$ cat config.mk
export PLATFORM = sky130hd
export DESIGN_NAME = elbeth_muldiv_flat
export DESIGN_NICKNAME = d
export VERILOG_FILES = /design/src/rtl/elbeth_muldiv_if.sv /design/src/rtl/elbeth_muldiv.sv /design/src/flat_wrapper.sv
export SDC_FILE = /design/constraint.sdc
export NUM_CORES = 1
export LEC_CHECK = 0
export ABC_AREA = 1
export BUFFER_PORTS_ARGS = -buffer_cell sky130_fd_sc_hd__buf_2
export CAP_MARGIN = 30
export CORE_UTILIZATION = 35
export DETAILED_ROUTE_END_ITERATION = 8
export PLACE_DENSITY_LB_ADDON = 0.12
export SLEW_MARGIN = 30
export SYNTH_ARGS = -nofsm -noshare
export SYNTH_HDL_FRONTEND = slang
export SYNTH_SLANG_ARGS = --single-unit
$ cat constraint.sdc
create_clock -name clk -period 3.59 [get_ports clk]
set_input_delay 0 -clock clk [delete_from_list [all_inputs] [get_ports clk]]
set_output_delay 0 -clock clk [all_outputs]
set_load 0.05 [all_outputs]
$ cat src/rtl/elbeth_muldiv_if.sv
// rtl/elbeth_muldiv_if.sv - request/response bundle between the ELBETH datapath and the mul/div unit
interface elbeth_muldiv_if #(
   parameter int WIDTH = 32
);
   logic             req_valid;
   logic             req_ready;
   logic [1:0]       op;
   logic [WIDTH-1:0] data_a;
   logic [WIDTH-1:0] data_b;
   logic             resp_valid;
   logic             resp_ready;
   logic [WIDTH-1:0] result_hi;
   logic [WIDTH-1:0] result_lo;
   logic             div_by_zero;

   modport master (
      output req_valid, op, data_a, data_b, resp_ready,
      input  req_ready, resp_valid, result_hi, result_lo, div_by_zero
   );

   modport slave (
      input  req_valid, op, data_a, data_b, resp_ready,
      output req_ready, resp_valid, result_hi, result_lo, div_by_zero
   );
endinterface

$ cat src/rtl/elbeth_muldiv.sv
// rtl/elbeth_muldiv.sv - iterative shift-add multiplier / restoring divider, one bit per clock
// Optional macro MULDIV_EARLY_EXIT_EN: a zero data_b skips the iterations (response one edge after accept).
module elbeth_muldiv #(
   parameter int WIDTH = 32
) (
   input  logic               clk,
   input  logic               rst_n,
   elbeth_muldiv_if.slave     bus
);
   localparam int CW = $clog2(WIDTH + 1);

   typedef enum logic [1:0] {S_IDLE, S_CALC, S_DONE} state_t;

   state_t           state_q, state_d;
   logic [CW-1:0]    cnt_q, cnt_d;
   logic             is_div_q, is_div_d;
   logic [WIDTH-1:0] mcand_q, mcand_d;
   logic [WIDTH-1:0] hi_q, hi_d;
   logic [WIDTH-1:0] lo_q, lo_d;
   logic             neg_res_q, neg_res_d;
   logic             neg_rem_q, neg_rem_d;
   logic [WIDTH-1:0] a_raw_q, a_raw_d;
   logic             bzero_q, bzero_d;
   logic [WIDTH-1:0] res_hi_q, res_hi_d;
   logic [WIDTH-1:0] res_lo_q, res_lo_d;
   logic             dbz_q, dbz_d;

   logic             a_neg, b_neg, b_zero;
   logic [WIDTH-1:0] a_mag, b_mag;
   logic [WIDTH:0]   mul_sum;
   logic [WIDTH:0]   div_shift;
   logic [WIDTH-1:0] div_diff;
   logic             div_ge;
   logic [2*WIDTH-1:0] prod, prod_neg;

   // Signed ops work on magnitudes; the signs are re-applied once at the end.
   assign a_neg  = bus.op[0] & bus.data_a[WIDTH-1];
   assign b_neg  = bus.op[0] & bus.data_b[WIDTH-1];
   assign a_mag  = a_neg ? -bus.data_a : bus.data_a;
   assign b_mag  = b_neg ? -bus.data_b : bus.data_b;
   assign b_zero = (bus.data_b == '0);

   assign mul_sum   = {1'b0, hi_q} + (lo_q[0] ? {1'b0, mcand_q} : '0);
   assign div_shift = {hi_q, lo_q[WIDTH-1]};
   assign div_ge    = (div_shift >= {1'b0, mcand_q});
   // Only the low bits matter: when div_ge holds the difference is below the divisor.
   assign div_diff  = div_shift[WIDTH-1:0] - mcand_q;
   assign prod      = {hi_q, lo_q};
   assign prod_neg  = -prod;

   always_ff @(posedge clk or negedge rst_n) begin
      if (!rst_n) begin
         state_q   <= S_IDLE;
         cnt_q     <= '0;
         is_div_q  <= 1'b0;
         mcand_q   <= '0;
         hi_q      <= '0;
         lo_q      <= '0;
         neg_res_q <= 1'b0;
         neg_rem_q <= 1'b0;
         a_raw_q   <= '0;
         bzero_q   <= 1'b0;
         res_hi_q  <= '0;
         res_lo_q  <= '0;
         dbz_q     <= 1'b0;
      end else begin
         state_q   <= state_d;
         cnt_q     <= cnt_d;
         is_div_q  <= is_div_d;
         mcand_q   <= mcand_d;
         hi_q      <= hi_d;
         lo_q      <= lo_d;
         neg_res_q <= neg_res_d;
         neg_rem_q <= neg_rem_d;
         a_raw_q   <= a_raw_d;
         bzero_q   <= bzero_d;
         res_hi_q  <= res_hi_d;
         res_lo_q  <= res_lo_d;
         dbz_q     <= dbz_d;
      end
   end

   always_comb begin
      state_d   = state_q;
      cnt_d     = cnt_q;
      is_div_d  = is_div_q;
      mcand_d   = mcand_q;
      hi_d      = hi_q;
      lo_d      = lo_q;
      neg_res_d = neg_res_q;
      neg_rem_d = neg_rem_q;
      a_raw_d   = a_raw_q;
      bzero_d   = bzero_q;
      res_hi_d  = res_hi_q;
      res_lo_d  = res_lo_q;
      dbz_d     = dbz_q;
      case (state_q)
         S_IDLE: begin
            if (bus.req_valid) begin
               state_d   = S_CALC;
               cnt_d     = '0;
               is_div_d  = bus.op[1];
               hi_d      = '0;
               lo_d      = bus.op[1] ? a_mag : b_mag;
               mcand_d   = bus.op[1] ? b_mag : a_mag;
               neg_res_d = a_neg ^ b_neg;
               neg_rem_d = a_neg;
               a_raw_d   = bus.data_a;
               bzero_d   = b_zero;
               dbz_d     = 1'b0;
`ifdef MULDIV_EARLY_EXIT_EN
               // Jump straight to the final step; a zero multiplier leaves the product at 0.
               if (b_zero) cnt_d = CW'(WIDTH);
`endif
            end
         end
         S_CALC: begin
            if (cnt_q == CW'(WIDTH)) begin
               state_d = S_DONE;
               if (is_div_q) begin
                  if (bzero_q) begin
                     res_lo_d = '1;
                     res_hi_d = a_raw_q;
                     dbz_d    = 1'b1;
                  end else begin
                     res_lo_d = neg_res_q ? -lo_q : lo_q;
                     res_hi_d = neg_rem_q ? -hi_q : hi_q;
                  end
               end else begin
                  {res_hi_d, res_lo_d} = neg_res_q ? prod_neg : prod;
               end
            end else begin
               cnt_d = cnt_q + CW'(1);
               if (is_div_q) begin
                  hi_d = div_ge ? div_diff : div_shift[WIDTH-1:0];
                  lo_d = {lo_q[WIDTH-2:0], div_ge};
               end else begin
                  {hi_d, lo_d} = {mul_sum, lo_q[WIDTH-1:1]};
               end
            end
         end
         S_DONE: begin
            if (bus.resp_ready) state_d = S_IDLE;
         end
         default: state_d = S_IDLE;
      endcase
   end

   assign bus.req_ready   = (state_q == S_IDLE);
   assign bus.resp_valid  = (state_q == S_DONE);
   assign bus.result_hi   = res_hi_q;
   assign bus.result_lo   = res_lo_q;
   assign bus.div_by_zero = dbz_q;
endmodule
$ cat src/flat_wrapper.sv
// flat-port wrapper written by rule: the top's interface ports become plain ports
module elbeth_muldiv_flat 
#(
   parameter int WIDTH = 32
)
  (clk, rst_n, bus_req_valid, bus_op, bus_data_a, bus_data_b, bus_resp_ready, bus_req_ready, bus_resp_valid, bus_result_hi, bus_result_lo, bus_div_by_zero);
  elbeth_muldiv_if #(.WIDTH(WIDTH)) bus_i ();
  input  logic clk;
  input  logic rst_n;
  input wire logic [$bits(bus_i.req_valid)-1:0] bus_req_valid;
  input wire logic [$bits(bus_i.op)-1:0] bus_op;
  input wire logic [$bits(bus_i.data_a)-1:0] bus_data_a;
  input wire logic [$bits(bus_i.data_b)-1:0] bus_data_b;
  input wire logic [$bits(bus_i.resp_ready)-1:0] bus_resp_ready;
  output wire logic [$bits(bus_i.req_ready)-1:0] bus_req_ready;
  output wire logic [$bits(bus_i.resp_valid)-1:0] bus_resp_valid;
  output wire logic [$bits(bus_i.result_hi)-1:0] bus_result_hi;
  output wire logic [$bits(bus_i.result_lo)-1:0] bus_result_lo;
  output wire logic [$bits(bus_i.div_by_zero)-1:0] bus_div_by_zero;
  assign bus_i.req_valid = bus_req_valid;
  assign bus_i.op = bus_op;
  assign bus_i.data_a = bus_data_a;
  assign bus_i.data_b = bus_data_b;
  assign bus_i.resp_ready = bus_resp_ready;
  assign bus_req_ready = bus_i.req_ready;
  assign bus_resp_valid = bus_i.resp_valid;
  assign bus_result_hi = bus_i.result_hi;
  assign bus_result_lo = bus_i.result_lo;
  assign bus_div_by_zero = bus_i.div_by_zero;
  elbeth_muldiv #(.WIDTH(WIDTH)) u_core (.clk(clk), .rst_n(rst_n), .bus(bus_i));
endmodule
==> results.tsv <==
metric	value	unit
r2r-end	u_core.hi_q[28]$_DFFE_PN0P_	
fin_nets	3732	
vias	23610	
r2r_cells	17	
power	25.69	mW
hold_violations	0	
synth_ff_type	dfrtp_1	
synth_nets	3561	
setup_ws	0.5320	ns
wl	95780	µm
critPathMaxStageDelay	0.50	ns
rr_startpoint	u_core.lo_q[31]$_DFFE_PN0P_	
vdd_drop_max	459.0	µV
synth.distinct_cells	46	
pre_cts_ws	0.6112	ns
clk_latency	0.57	ns
cp_num_cells	17	
detailedRoute.firstPassIterationCount	6	
dieHeight	240.5	µm
crit_required	4.09	ns
ctsResizeCount	0	
ant_nets	0	
grt_pass1_wl	140000	µm
area_delta_synth_final	15.70	%
overflow	0	
htreeDepth	1	
crit_type	reg -> reg	
rsz0062_at_grt	false	
crit_path_max_fanout	5	
coreArea	0.05628	mm²
cp.arrival	3.56	ns
start_util	35.38	%
synth_area	0.01991	mm²
power.density	1115	mW/mm²
finalCritPeriodShare	85.18	%
ys_ff_latch	205	
worstMarginPinSlew	0.9121	ns
worstPathCellList	inv_1 > ha_1 > inv_1 > fa_1 > nand3_1 > nand3_1 > nand2_1 > nand2_1 > nand2_1 > nand2_1 > nand2_1 > nand2_1 > nand2_1 > nand3_1 > nand2_1 > nand3_1 > nand2_1	
async_flop_share	100.0	%
root_buffer	clkbuf_16	
outcome	complete, no violations	
hold_path_class	in -> async	
finClkSkew	0.01823	ns
drc	0	
fin_util	40.94	%
grt_usage	32.86	%
crit_start	u_core.lo_q[31]$_DFFE_PN0P_	
gp_congestion	1.051	
drive_gt1_share	7.601	%
crit_buf_inv	2	
grt_max_degree	94	
ioPinCount	137	
ys_seq_area_share	25.76	%
num_antenna_cells	0	
synth_edf_count	0	
cts_buffers	25	
relSlewSlack	38.55	%
cp_common_cell	nand2_1	
die_w	240.5	µm
cts.sinks	205	
layout_commonest_cell	nand2_1	
cts_setup_buffers	0	
initialDrtViolationCount	2798	
tns	0	ns
clockBufferDepth	3	
endpoint	u_core.hi_q[28]$_DFFE_PN0P_	
holdWs	0.01698	ns
grt_pass1_vias	21690	
syn_inst	3419	
maxCapViolCount	0	
wire_per_inst	21.96	µm
cts_tree	done	
final_cell_mix	nand2_1 (1094), inv_1 (463), nor2_1 (444)	
finalSetupViolCount	0	
dieArea	0.05785	mm²
crit_path_top_delay_cell	fa_1	
numPortBuffers	136	
ys_warn_count	0	
fin_crit	3.058	ns
dp_hpwl	77260	µm
antenna_found_initial	0	
reg2reg_slack	0.53	ns
drv_slew	0	
viasPerCell	5.414	
startpoint_type	flip-flop	
synth_area_per_cell	5.824	µm²
cts.clk_slew.worst_paths	0.07	ns
core.rowCount	87	
critPathTopFamily	simple AND/OR/NAND/NOR gates	
max_freq	0.3270	GHz
total_leakage_power	12.04	nW
endpoint_kind	flip-flop	
kinds of logic after synthesis:
kind of cell | after synthesis | synth area share (%)
simple gates | 2007 | 42.02
buf+inv | 590 | 11.43
compound gates | 466 | 12.71
flops | 205 | 25.76
xor+xnor | 79 | 3.475
fa+ha+maj | 72 | 4.599
power by group:
part / switching [mW] / leakage [nW] / total, mW / internal [mW]
Combinational: 12.6 / 9.13 / 17.9 / 5.27
Clock: 1.12 / 0.410 / 2.69 / 1.56
Sequential: 1.69 / 2.50 / 5.12 / 3.43
Total: 15.4 / 12.0 / 25.7 / 10.3
worst min path at each step:
stage / end / depth (start not counted)
global route: u_core.mcand_q[19]$_DFFE_PN0P_ / 5
finish: u_core.hi_q[27]$_DFFE_PN0P_ / 2
CTS: u_core.mcand_q[19]$_DFFE_PN0P_ / 5
floorplan: u_core.a_raw_q[0]$_DFFE_PN0P_ / 0
global placement: u_core.bus.result_hi[16]$_DFFE_PN0P_ / 1
detailed placement: u_core.hi_q[28]$_DFFE_PN0P_ / 1
cell type report:
type	count	area, µm²
fillers	6258	33240
inverters	479	1802
flip-flops and latches	205	5132
multi-input cells	2624	12510
clock buffers	33	725.7
well taps	756	945.9
clock inverters	9	121.4
repair buffers	255	1802
what timing repair did:
action                     4_1_cts  5_1_grt
setup endpoints to repair        0        0
hold buffers                    72        0
hold endpoints to repair       139        0
routing by layer:
metal	routed length [µm]	up-vias	global-route usage, %
li1	-	11240	-
met1	42060	11040	46.78
met2	40300	1157	48.95
met3	8601	178	4.673
met4	4828	0	14.59
met5	0	-	0
synth_stat cells, types with 2 or more instances:
library cell,n,area [µm²]
a31oi_1,20,125.1
o21a_1,2,15.01
nand4_1,53,331.6
dfrtp_1,205,5130
o32ai_1,2,17.52
a21oi_1,194,970.9
nand2_1,1095,4110
nand3_2,3,30.03
o221ai_1,12,105.1
o211ai_1,18,135.1
nor2_2,12,75.07
a22oi_1,11,82.58
nor2_1,444,1667
nand2_4,2,22.52
nor4_1,4,25.02
clkinv_1,4,15.01
inv_1,463,1738
a21o_1,3,22.52
nor3_1,24,120.1
nand2_2,4,25.02
buf_2,12,60.06
nand3_1,323,1617
buf_12,2,40.04
o21bai_1,9,67.56
nand3b_1,27,202.7
or2_2,6,37.54
xnor2_1,23,201.4
o21ai_1,5,25.02
xor2_1,56,490.5
nor2_4,5,56.30
and2_1,3,18.77
o22ai_1,4,25.02
clkbuf_1,82,307.8
o21ai_0,183,915.9
inv_2,11,41.29
fa_1,2,40.04
ha_1,70,875.8
buf_1,13,48.80
state kept, by name, summed over array words and instances (netlist names):
register and flops:
u_core.bus.div_by_zero 1, u_core.is_div_q 1, u_core.bus.result_lo 32, u_core.mcand_q 32, u_core.state_q 2, u_core.bzero_q 1, u_core.a_raw_q 32, u_core.hi_q 32
u_core.neg_res_q 1, u_core.neg_rem_q 1, u_core.lo_q 32, u_core.cnt_q 6, u_core.bus.result_hi 32
stage by stage:
stage,area (µm²),std cells
5_1_grt,23040,4361
3_3_place_gp,21470,4247
3_5_place_dp,21470,4247
2_1_floorplan,19910,3419
6_report,23040,4361
4_1_cts,23040,4361
worst register-to-register path: cells and delay by family, from the launching register on:
| kind | cells | cell delay, ns |
|---|---|---|
| fa+ha+maj | 2 | 0.68 |
| buf+inv | 2 | 0.31 |
| flops | 1 | 0.44 |
| simple gates | 13 | 1.56 |
Note: power is estimated with default switching activity, not from simulation.
